$ cat src/rtl/ldl_sfifo_flags.sv
// ldl_sfifo_flags -- single-clock synchronous FIFO with programmable flags.
//
// Purpose:
//   Standard same-clock buffering primitive. Offers first-word-fall-through
//   (AHEAD=1) or registered-read (AHEAD=0) output, runtime almost-full /
//   almost-empty thresholds, sticky overflow/underflow error flags and a
//   synchronous flush.
//
// Parameters:
//   DWIDTH  data width in bits
//   AWIDTH  address width, DEPTH = 2**AWIDTH entries
//   AHEAD   1 = first-word-fall-through, 0 = data one cycle after re
//
// Ports:
//   clk           rising-edge clock
//   rst           synchronous reset, active-high (highest priority)
//   clear         synchronous flush, same effect as rst on FIFO state
//   we / din      write request and data
//   re / dout     read request and data
//   empty, full   occupancy == 0 / occupancy == DEPTH
//   af_thr        almost-full threshold  (almost_full  = count >= af_thr)
//   ae_thr        almost-empty threshold (almost_empty = count <= ae_thr)
//   overflow      sticky: write attempted while full
//   underflow     sticky: read attempted while empty
//   count         current occupancy, 0..DEPTH
//   peak          high-water mark since last rst/clear
//
// Optional feature:
//   Define LDL_SFIFO_PEAK_EN to build the high-water-mark register; when it
//   is undefined the peak port is tied to 0.

module ldl_sfifo_flags #(
    parameter int DWIDTH = 8,
    parameter int AWIDTH = 4,
    parameter int AHEAD  = 1
) (
    input  logic              clk,
    input  logic              rst,
    input  logic              clear,
    input  logic              we,
    input  logic [DWIDTH-1:0] din,
    input  logic              re,
    output logic [DWIDTH-1:0] dout,
    output logic              empty,
    output logic              full,
    input  logic [AWIDTH:0]   af_thr,
    input  logic [AWIDTH:0]   ae_thr,
    output logic              almost_full,
    output logic              almost_empty,
    output logic              overflow,
    output logic              underflow,
    output logic [AWIDTH:0]   count,
    output logic [AWIDTH:0]   peak
);

    localparam int DEPTH = 2 ** AWIDTH;
    // DEPTH expressed in the (AWIDTH+1)-bit count domain.
    localparam logic [AWIDTH:0] DEPTH_C = {1'b1, {AWIDTH{1'b0}}};
    localparam logic [AWIDTH:0] ONE_C   = {{AWIDTH{1'b0}}, 1'b1};

    logic [DWIDTH-1:0] mem [0:DEPTH-1];

    logic [AWIDTH-1:0] wr_ptr_reg;
    logic [AWIDTH-1:0] rd_ptr_reg;
    logic [AWIDTH:0]   count_reg;
    logic [AWIDTH:0]   count_next;
    logic              overflow_reg;
    logic              underflow_reg;

    logic flush;
    logic wr_en;
    logic rd_en;

    // rst and clear reset the same state; rst only wins in naming.
    assign flush = rst || clear;

    // Status flags come straight from the registered count.
    assign empty        = (count_reg == '0);
    assign full         = (count_reg == DEPTH_C);
    // af_thr == 0 is always satisfied; af_thr > DEPTH never is.
    assign almost_full  = (count_reg >= af_thr);
    assign almost_empty = (count_reg <= ae_thr);
    assign count        = count_reg;
    assign overflow     = overflow_reg;
    assign underflow    = underflow_reg;

    // Acceptance is decided on registered state, so a read at full frees a
    // slot only for the following cycle, not for a write in the same cycle.
    assign wr_en = we && !full;
    assign rd_en = re && !empty;

    always_comb begin
        count_next = count_reg;
        case ({wr_en, rd_en})
            2'b10:   count_next = count_reg + ONE_C;
            2'b01:   count_next = count_reg - ONE_C;
            default: count_next = count_reg;
        endcase
    end

    always_ff @(posedge clk) begin
        if (flush) begin
            wr_ptr_reg    <= '0;
            rd_ptr_reg    <= '0;
            count_reg     <= '0;
            overflow_reg  <= 1'b0;
            underflow_reg <= 1'b0;
        end else begin
            if (wr_en) begin
                wr_ptr_reg <= wr_ptr_reg + 1'b1;
            end
            if (rd_en) begin
                rd_ptr_reg <= rd_ptr_reg + 1'b1;
            end
            count_reg     <= count_next;
            overflow_reg  <= overflow_reg  || (we && full);
            underflow_reg <= underflow_reg || (re && empty);
        end
    end

    // Storage is never reset; requests arriving with rst/clear are dropped.
    always_ff @(posedge clk) begin
        if (!flush && wr_en) begin
            mem[wr_ptr_reg] <= din;
        end
    end

    generate
        if (AHEAD != 0) begin : g_fwft
            // Head word presented directly; forced to 0 so stale or
            // never-written storage cannot leak out while empty.
            assign dout = empty ? '0 : mem[rd_ptr_reg];
        end else begin : g_regrd
            logic [DWIDTH-1:0] dout_reg;

            always_ff @(posedge clk) begin
                if (flush) begin
                    dout_reg <= '0;
                end else if (rd_en) begin
                    dout_reg <= mem[rd_ptr_reg];
                end
            end

            assign dout = dout_reg;
        end
    endgenerate

`ifdef LDL_SFIFO_PEAK_EN
    logic [AWIDTH:0] peak_reg;

    // Tracks the post-edge occupancy so a fill to DEPTH reports DEPTH.
    always_ff @(posedge clk) begin
        if (flush) begin
            peak_reg <= '0;
        end else if (count_next > peak_reg) begin
            peak_reg <= count_next;
        end
    end

    assign peak = peak_reg;
`else
    assign peak = '0;
`endif

endmodule

$ cat config.mk
export PLATFORM = sky130hd
export DESIGN_NAME = ldl_sfifo_flags
export DESIGN_NICKNAME = d
export VERILOG_FILES = /design/src/rtl/ldl_sfifo_flags.sv
export SDC_FILE = /design/constraint.sdc
export NUM_CORES = 1
export LEC_CHECK = 0
export CAP_MARGIN = 25
export CORE_ASPECT_RATIO = 2
export CORE_MARGIN = 2
export CORE_UTILIZATION = 50
export CTS_CLUSTER_DIAMETER = 120
export CTS_CLUSTER_SIZE = 14
export DETAILED_ROUTE_END_ITERATION = 10
export GPL_TIMING_DRIVEN = 0
export PLACE_DENSITY = 0.73
export RECOVER_POWER = 100
export SLEW_MARGIN = 10
export SYNTH_ARGS = -nofsm -noshare
export SYNTH_HDL_FRONTEND = slang
export SYNTH_SLANG_ARGS = --single-unit
$ cat constraint.sdc
create_clock -name clk -period 7.25 [get_ports clk]
set_input_delay 0.725 -clock clk [delete_from_list [all_inputs] [get_ports clk]]
set_output_delay 0.725 -clock clk [all_outputs]
set_load 0.01 [all_outputs]
==> results summary, run 1 <==
VDD sags by at most 0.180 mV. The count of nets after finishing came out at 479. The number of optimization iterations in the first detailed-route pass is 4.

After technology mapping, the gate count stands at 374. The total DRC errors in the routed layout is 0. The relative slew slack came out at 39.8%. The synthesized design spends more area on one cell type than any other, namely sky130_fd_sc_hd__edfxtp_1.

The most instantiated library cell after synthesis is sky130_fd_sc_hd__edfxtp_1. The number of rows in the core area is 57. The number of distinct library cell variants in the gate-level netlist after synthesis is 44. On the final layout, the worst clock skew is 0.0116 ns. In this run, the number of DRC markers left after iteration 0 of detailed routing was 226. The ratio of cells with drive above 1 in the final layout came out at 18.4%. By area the synthesized netlist is led by sky130_fd_sc_hd__edfxtp_1 62%, sky130_fd_sc_hd__mux4_2 12%, sky130_fd_sc_hd__dfxtp_1 6.1%.

The worst slack after detailed placement came out at 3.80 ns. The final non-filler cell total is 598. The transition time at the pin with the least slew margin came out at 0.903 ns. The number of warning messages in the yosys log is 0. The worst setup path is captured at an output pin.

The sequential cells in the finished layout cover a total of 4220 um^2. The flip-flop count of the largest register after layout came out at 128. The longest clock path from root to sink contains 2 buffers. The first global-routing pass estimated 19500 um of wire.

The top fanout value on the critical path came out at 10. The detailed placement HPWL is 8880 um. The root buffer cell is sky130_fd_sc_hd__clkbuf_16. The async set-or-reset flop fraction in the synthesized netlist came out at 0%.

The via count of the first global-routing pass was 3600. TritonCTS built the clock tree. For this design the static power due to leakage is 0.00254 uW. The total power is 1860 uW.

Ranked by instance count, the synthesized netlist is headed by 128 x sky130_fd_sc_hd__edfxtp_1, 36 x sky130_fd_sc_hd__nor2_1, 32 x sky130_fd_sc_hd__mux4_2, 19 x sky130_fd_sc_hd__dfxtp_1, 18 x sky130_fd_sc_hd__ha_1. The total wirelength of the detailed-routed design is 12400 um. The clock transition time at the flip-flop clock pins of the worst setup and hold paths is 0.06 ns. The flow ran to the end, and the final reports show no timing, DRC or antenna violations. The worst hold path belongs to the class flip-flop to flip-flop. The initial antenna violation count is 0. The area overhead of the layout relative to synthesis came out at 18.7%.

In this run, post-CTS repair resized a total of 0 instances. The total congestion overflow after global routing is 0. The maximum number of pins on one net before global-route repair came out at 17. The post-route setup TNS is 0 ns.

The mean number of vias per cell came out at 5.56. The TritonCTS buffer count came out at 17. The die height came out at 162 um.

The total inserted antenna cells came out at 0. The top-area cell type share of the netlist area is 61.6%. Hold repair after CTS inserted 0 buffers. The type of the setup path with the least slack is flip-flop to output pin.

The number of nets with antenna violations after routing is 0. The number of buffers inserted to repair setup after CTS came out at 0. The die is 83 um wide. The top-level port count came out at 47.

The number of failing hold endpoints at the final stage came out at 0. In the post-route analysis, the smallest setup slack over all paths is 3.14 ns. The worst setup path is launched from a flip-flop. The most used flip-flop cell after synthesis is sky130_fd_sc_hd__edfxtp_1.

The multi-input combinational cell area is 1820 um^2. During placement, the flow inserted port buffers numbering 41. The power per standard cell area came out at 251 nW/um^2.

Max-cap violations in this run came to 0. The share of the clock period used by the worst path after layout is 56.6%. The number of pins with negative max-slew slack in the final report is 0. The total number of vias came out at 3322. Derived from the worst setup path, the maximum achievable clock frequency is 0.244 GHz. The die covers 13400 um^2. The weighted congestion reported at the end of routability-driven placement came out at 0.799. The instance count after placement with tap cells included is 566. The number of synthesized flops with an enable pin came out at 128. The final critical-path required period came out at 4.11 ns. The sink count of the clock tree came out at 147. The deepest level of the CTS H-tree is 4. The clock latency reported for the late side of the worst-skew pair came out at 0.41 ns.

The region available for standard cell placement spans 12200 um^2. The count of state elements after synthesis is 147. For the worst setup path, the data required time is 6.52 ns. The average cell area after synthesis is 16.7 um^2. The global routing usage summed across all routing layers came out at 19.6%. The initial core utilization is 51.2%.

At the worst endpoint, the arrival time is 3.38 ns. The synthesized area came out at 6240 um^2. Setup repair after global routing left no endpoint under its margin. The sequential element share of the synthesized area is 67.7%. In the final routed layout, each cell accounts on average for 20.8 um. The setup-violating endpoint count in the final report came out at 0. The layout filler cell count came out at 893.
## report_power, final
part | switching (uW) | internal, uW
Sequential | 3.44 | 923
Combinational | 50.4 | 39.8
Clock | 332 | 511
## critical path, stage by stage, from the launching register on
cell	delay (ns)
sky130_fd_sc_hd__dfxtp_1	0.31
sky130_fd_sc_hd__buf_2	0.17
sky130_fd_sc_hd__clkbuf_1	0.70
sky130_fd_sc_hd__mux4_2	0.62
sky130_fd_sc_hd__nor2b_1	0.16
sky130_fd_sc_hd__a211oi_1	0.30
sky130_fd_sc_hd__a211oi_1	0.08
sky130_fd_sc_hd__dlygate4sd3_1	0.64
## cells in the final DEF, fill, tap and decap left out, types with 7 or more instances in the layout
cell type                           n
sky130_fd_sc_hd__edfxtp_1         128
sky130_fd_sc_hd__a211oi_1          17
sky130_fd_sc_hd__nand2_1           10
sky130_fd_sc_hd__dfxtp_1           19
sky130_fd_sc_hd__clkbuf_1          10
sky130_fd_sc_hd__clkbuf_16         17
sky130_fd_sc_hd__nor2_1            37
sky130_fd_sc_hd__mux2i_1           13
sky130_fd_sc_hd__dlygate4sd3_1     26
sky130_fd_sc_hd__inv_1             17
sky130_fd_sc_hd__clkdlybuf4s50_1   15
sky130_fd_sc_hd__buf_2              7
sky130_fd_sc_hd__ha_1              18
sky130_fd_sc_hd__nor2b_1           10
sky130_fd_sc_hd__mux4_2            32
## cell type report
type | count | share of cell area (%)
flip-flops and latches | 147 | 57.0
multi-input cells | 191 | 24.5
clock buffers | 18 | 5.79
repair buffers | 41 | 5.54
well taps | 147 | 2.48
clock inverters | 14 | 2.09
plain buffers | 23 | 1.69
inverters | 17 | 0.861
## final timing paths
| path | start | to | slack [ns] | cells past startpoint |
|---|---|---|---|---|
| setup / recovery | flip-flop | dout[2] | 3.14 | 7 |
| hold / removal | overflow | overflow | 0.47 | 2 |
| setup reg to reg | count[1] | count[4] | 3.49 | 10 |
| hold reg to reg | overflow | overflow | 0.47 | 2 |
## routing by layer
metal / track usage [%] / vias to the layer above / routed length [um]
met3: 3.15 / 12 / 402
met4: 10.5 / 0 / 306
met2: 36.5 / 87 / 7150
met5: 0 / - / 0
li1: - / 1576 / -
met1: 21.0 / 1647 / 4550
## cells by family after synthesis
logic type / share of synthesized area (%)
DFF: 67.7
and+or+nand+nor: 5.91
muxes: 13.6
AOI/OAI and AO/OA: 5.05
buffers and inverters: 3.21
adders and majority gates: 3.61
xor gates and xnor gates: 0.842
other: 0.0601
## metrics by stage
stage | hold WS [ns] | area [um^2] | util [%]
finish | 0.465 | 7410 | 60.8
global route | 0.505 | 7410 | 60.8
CTS | 0.481 | 7430 | 61.0
detailed placement | 0.460 | 6850 | 56.2
global placement | 0.457 | 6850 | 56.2
floorplan | 0.469 | 6260 | -
Power figures use the tool's default switching activity.
==> inputs of run 2 (changes only) <==
--- a/config.mk
+++ b/config.mk
@@ -13,7 +13,7 @@
 export CTS_CLUSTER_SIZE = 14
 export DETAILED_ROUTE_END_ITERATION = 10
 export GPL_TIMING_DRIVEN = 0
-export PLACE_DENSITY = 0.73
+export PLACE_DENSITY = 0.76
 export RECOVER_POWER = 100
 export SLEW_MARGIN = 10
 export SYNTH_ARGS = -nofsm -noshare
==> constraint.sdc (replaced) <==
create_clock -name clk -period 3.4 [get_ports clk]
set_input_delay 0.34 -clock clk [delete_from_list [all_inputs] [get_ports clk]]
set_output_delay 0.34 -clock clk [all_outputs]
set_load 0.01 [all_outputs]
==> results summary, run 2 (synthesized netlist as in run 1, its figures left out) <==
The run finished with clean final reports. The final critical-path required period is 3.25 ns. The root buffer cell is sky130_fd_sc_hd__clkbuf_16. Setup repair after global routing left no endpoint under its margin.

The number of pins with negative max-slew slack in the final report came out at 0. The number of buffers inserted for hold repair after clock tree synthesis is 0. The area overhead of the layout relative to synthesis came out at 18.7%. In the finished design, the share of the clock period the worst path needs comes to 95.5%.

The required time of the worst setup path came out at 3.06 ns. The top cell family by delay on the critical path is buffers and inverters. The clock transition time at the flip-flop clock pins of the worst setup and hold paths is 0.06 ns. The number of maximum-capacitance violations is 0. The worst setup path is of the flip-flop to output pin kind.

The initial antenna violation count was 0. The sink count of the clock tree came out at 147. The post-route setup TNS is 0 ns. The total wirelength of the detailed-routed design is 12300 um. Routability-driven placement finished with a final weighted congestion of 0.829.

Global routing used 19.5% of the available tracks. The count of nets after finishing is 479. The die height came out at 162 um. The top fanout value on the critical path is 10. The die is 83 um wide.

The initial core utilization came out at 51.2%. In the layout the commonest cells are 128 x sky130_fd_sc_hd__edfxtp_1, 36 x sky130_fd_sc_hd__nor2_1, 32 x sky130_fd_sc_hd__mux4_2. The deepest level of the CTS H-tree came out at 4. Port buffering added 41 buffers.

The total number of vias came out at 3401. The detailed placement HPWL came out at 9030 um. The number of rows in the core area is 57. Summed over all cells, the static leakage comes to 0.00253 uW. The area of the die came out at 13400 um^2. The cell repeated most along the worst path is sky130_fd_sc_hd__a211oi_1.

The TritonCTS buffer count came out at 17. The total DRC errors in the routed layout is 0. The number of failing hold endpoints at the final stage came out at 0. Entering global routing, the biggest net connects 17 pins. The endpoint kind of the worst setup timing path is an output pin. The worst clock skew on the final layout is 0.0106 ns.

The signal on the critical path passes through buf_2 -> buf_4 -> mux4_2 -> nor2b_1 -> a211oi_1 -> a211oi_1 -> dlygate4sd3_1. The first-pass GRT wire length is 19200 um. The arrival time of the worst setup path came out at 2.91 ns. Setup violations remaining at the end of the flow were counted as 0. The layout filler cell count came out at 889.

TritonCTS built the clock tree. STA classifies the critical path startpoint as a flip-flop. The power per standard cell area is 527 nW/um^2.

The number of buffers inserted to repair setup after CTS came out at 0. The maximum clock rate came out at 0.308 GHz. The via count of the first global-routing pass came out at 3650. On the critical path, the stage with the largest delay is an instance of sky130_fd_sc_hd__dlygate4sd3_1. The transition time at the pin with the least slew margin is 0.963 ns. The number of DRC violations after detailed-routing iteration 0 came out at 243. The sum of buffers and inverters on the critical path came out at 3. The worst slack after detailed placement is 0.130 ns. The maximum clock insertion buffer count came out at 2. The worst hold path belongs to the class flip-flop to flip-flop. The flip-flop count of the largest register after layout is 128.

The number of nets with antenna violations after routing is 0. The peak supply drop came out at 0.369 mV. At the later pin of the worst-skew pair, clock insertion delay measures 0.42 ns.

The mean number of vias per cell is 5.69. The number of optimization iterations in the first detailed-route pass came out at 4. The relative slew slack is 35.6%. The top-level port count came out at 47.

The detailed-route wire length per cell came out at 20.5 um. The number of instances resized during post-cts repair is 0. The total congestion overflow after global routing came out at 0. The delay of the slowest critical-path stage is 0.64 ns.

The ratio of cells with drive above 1 in the final layout came out at 19.3%. The placeable core area came out at 12200 um^2. The most frequent standard cell in the layout excluding fill and tap cells is sky130_fd_sc_hd__edfxtp_1. The total inserted antenna cells is 0. Setup slack on the critical path of the routed design comes to 0.152 ns.
run 2: changes by cell type in the layout (fill, tap and decap cells not counted), moves of 2 or more:
cell,previous run,this run
sky130_fd_sc_hd__clkdlybuf4s50_1,15,17
sky130_fd_sc_hd__buf_2,7,5
sky130_fd_sc_hd__clkbuf_1,10,7
sky130_fd_sc_hd__bufinv_16,2,0
sky130_fd_sc_hd__inv_6,3,5
sky130_fd_sc_hd__dlygate4sd3_1,26,24
sky130_fd_sc_hd__clkbuf_2,0,2
sky130_fd_sc_hd__inv_8,0,4
run 2: worst min-delay path, stage by stage (launching register included):
cell and delay [ns]:
sky130_fd_sc_hd__dfxtp_1 0.33, sky130_fd_sc_hd__a21oi_1 0.04, sky130_fd_sc_hd__nor2_1 0.07
run 2: through the flow:
stage | utilization, % | std cells | cell area, um^2 | hold slack [ns] | total power (uW)
after floorplan | - | 378 | 6260 | 0.439 | 2110
after global placement | 56.2 | 566 | 6850 | 0.457 | 2210
after detailed placement | 56.2 | 566 | 6850 | 0.477 | 2220
after CTS | 60.8 | 598 | 7410 | 0.497 | 3930
after global routing | 60.8 | 598 | 7410 | 0.519 | 4020
final | 60.8 | 598 | 7410 | 0.486 | 3900
run 2: power breakdown:
group          switching [uW]  internal, uW
clock network             769           965
logic                     106          89.1
registers                7.81          1970
total                     883          3020
run 2: cell type report:
type | count | area, um^2 | share of cell area (%)
buffer | 23 | 136 | 1.84
clock buffer | 17 | 425 | 5.74
clock inverter | 15 | 136 | 1.84
inverter | 17 | 63.8 | 0.861
multi-input combinational | 191 | 1830 | 24.7
sequential | 147 | 4220 | 57.0
tap | 147 | 184 | 2.48
timing repair buffer | 41 | 410 | 5.54
run 2: final timing paths:
path | slack (ns) | cells after the start | end | start
worst max-delay path | 0.15 | 7 | dout[3] | flip-flop
worst min register to register | 0.49 | 2 | overflow | overflow
worst min-delay path | 0.49 | 2 | overflow | overflow
worst max register to register | 0.20 | 11 | count[4] | count[1]
run 2: per-layer routing:
| layer | track usage [%] | part of all wire, % |
|---|---|---|
| met5 | 0 | 0 |
| met4 | 9.09 | 1.8 |
| met1 | 17.8 | 31 |
| met2 | 39.6 | 62 |
| met3 | 3.81 | 4.5 |
==> inputs of run 3 (changes only) <==
--- a/config.mk
+++ b/config.mk
@@ -6,7 +6,6 @@
 export NUM_CORES = 1
 export LEC_CHECK = 0
 export CAP_MARGIN = 25
-export CORE_ASPECT_RATIO = 2
 export CORE_MARGIN = 2
 export CORE_UTILIZATION = 50
 export CTS_CLUSTER_DIAMETER = 120
==> results summary, run 3 (synthesized netlist as in run 1, its figures left out) <==
The flow ran to the end, and the final reports show no timing, DRC or antenna violations. The maximum clock insertion buffer count came out at 2. Summed over all cells, the static leakage comes to 0.00253 uW. The arrival time of the worst setup path came out at 2.87 ns. The initial antenna violation count is 0. The top fanout value on the critical path came out at 10. The first-pass GRT wire length came out at 18700 um. For the final routed database, the setup TNS stands at 0 ns. The most frequent standard cell in the layout excluding fill and tap cells is sky130_fd_sc_hd__edfxtp_1. The die is 116 um tall. The flip-flop count of the largest register after layout is 128. For the worst setup path, the data required time is 3.06 ns. The number of maximum-capacitance violations came out at 0. Entering global routing, the biggest net connects 17 pins. Leaving out fill and tap cells, the most frequent cells in the layout are 128 x sky130_fd_sc_hd__edfxtp_1, 36 x sky130_fd_sc_hd__nor2_1, 32 x sky130_fd_sc_hd__mux4_2.

The tightest min-delay check is of the flip-flop to flip-flop type. The number of pins with negative max-slew slack in the final report was 0. The total wirelength of the detailed-routed design is 11900 um. Dividing the final minimum period by the clock period gives 94.3%.

The power per standard cell area came out at 520 nW/um^2. In the final layout, the multi-input gates occupy 1830 um^2. Setup violations remaining at the end of the flow were counted as 0.

CTS placed an instance of sky130_fd_sc_hd__clkbuf_16 at the clock tree root. Once layout is complete, the utilization of the core stands at 61.3%. The peak supply drop came out at 0.319 mV.

The via count of the first global-routing pass is 3516. The number of DRC violations after detailed-routing iteration 0 is 271. The floorplan step defined a die boundary enclosing 13400 um^2. After clock tree synthesis, the clock-pin slew on the worst setup and hold paths is 0.05 ns.

STA classifies the critical path startpoint as a flip-flop. The final critical-path required period is 3.21 ns. The worst clock skew on the final layout came out at 0.00590 ns. Routability-driven placement finished with a final weighted congestion of 0.763. The clock latency reported for the late side of the worst-skew pair is 0.41 ns. Setup repair after global routing left no endpoint under its margin.

The deepest level of the CTS H-tree came out at 4. The detailed-route wire length per cell came out at 19.3 um. The global routing usage summed across all routing layers is 19.4%. The detailed placement HPWL came out at 7920 um.

In the final design database the tool counted 479 nets. Global routing finished with a remaining overflow of 0. The die width came out at 116 um. For this run, the detailed router's first-pass iteration total came to 4. Clock tree synthesis found a total of 147 sinks. The initial core utilization is 51.5%. The cell area after placement came out at 6880 um^2. Based on the critical path, the design can be clocked at up to 0.312 GHz. The number of rows in the core area is 40.

The worst setup path is captured at an output pin. The number of failing hold endpoints at the final stage came out at 0. Counting the fill cells in the layout gives 924. TritonCTS built the clock tree. The total number of vias is 3418.

The number of antenna diodes in the final layout is 0. The top-level port count is 47. Registers take 4220 um^2. After detailed routing, the number of remaining DRC violations is 0.

The post-route netlist has 18.6% of its cells at a drive strength greater than 1. The count of port buffers added during placement came out at 41. The detail route stage leaves a number of antenna-violating nets equal to 0. The critical path is of the flip-flop to output pin type.

The area overhead of the layout relative to synthesis came out at 19.0%. The mean number of vias per cell came out at 5.52. The TritonCTS buffer count is 17.

For the pin with the worst max-slew slack, the measured transition is 0.972 ns. In this run the standard cell core region covers 12100 um^2. In this run the tightest slew margin relative to its limit is 34.9%. The post-route cell area came out at 7430 um^2. The number of buffers inserted to repair setup after CTS came out at 0.
## run 3: cell types whose count changed in the layout (fill, tap and decap cells not counted), sizes merged
cell / change
clkinvlp: -1
clkdlybuf4s50: +1
clkinv: -1
buf: +1
dlygate4sd3: -1
clkbuf: +10
inv: -9
## run 3: final cells by class
class | instances | share of cell area, %
multi-input cells | 191 | 24.7
flip-flops and latches | 147 | 56.9
plain buffers | 23 | 1.85
clock buffers | 28 | 7.11
clock inverters | 4 | 0.269
inverters | 17 | 0.859
repair buffers | 41 | 5.52
well taps | 168 | 2.83
## run 3: path summary, 6_finish.rpt
path               endpoint  slack, ns  cells past startpoint      start
hold / removal    underflow       0.47                      2  underflow
setup / recovery    dout[4]       0.19                      7  flip-flop
setup reg to reg   count[4]       0.29                     11   count[1]
hold reg to reg   underflow       0.47                      2  underflow
## run 3: worst max-delay path: stages (launching register included)
cell and delay, ns:
sky130_fd_sc_hd__dfxtp_1 0.30, sky130_fd_sc_hd__clkbuf_1 0.30, sky130_fd_sc_hd__buf_2 0.35, sky130_fd_sc_hd__mux4_2 0.35, sky130_fd_sc_hd__nor2b_1 0.14, sky130_fd_sc_hd__a211oi_1 0.30
sky130_fd_sc_hd__a211oi_1 0.09, sky130_fd_sc_hd__dlygate4sd3_1 0.63
## run 3: stage by stage
| stage | instances | setup slack [ns] | hold WS [ns] | total power [uW] |
|---|---|---|---|---|
| after floorplan | 378 | 0.479 | 0.439 | 2110 |
| after global placement | 587 | 0.249 | 0.456 | 2210 |
| after detailed placement | 587 | 0.230 | 0.463 | 2210 |
| after CTS | 619 | 0.111 | 0.486 | 3900 |
| after global routing | 619 | 0.0542 | 0.517 | 3990 |
| final | 619 | 0.195 | 0.472 | 3860 |
## run 3: timing repair
| item | in CTS | in global routing |
|---|---|---|
| endpoints found under the setup margin | 0 | 2 |
| hold buffers | 0 | 0 |
| gates resized for setup | 0 | 4 |
## run 3: metal layers
| metal | track usage, % | part of all wire (%) | vias to the layer above |
|---|---|---|---|
| met5 | 0 | 0 | - |
| met4 | 5.87 | 1.0 | 0 |
| met3 | 5.13 | 7.0 | 12 |
| met2 | 33.1 | 51 | 120 |
| met1 | 24.7 | 41 | 1705 |
| li1 | - | - | 1581 |
## run 3: report_power, final
part           internal [uW]  leakage, uW  switching [uW]
Sequential              1970      0.00131            7.30
Combinational           89.7     0.000952             105
Clock                   1050     0.000273             640
Total                   3110      0.00253             753
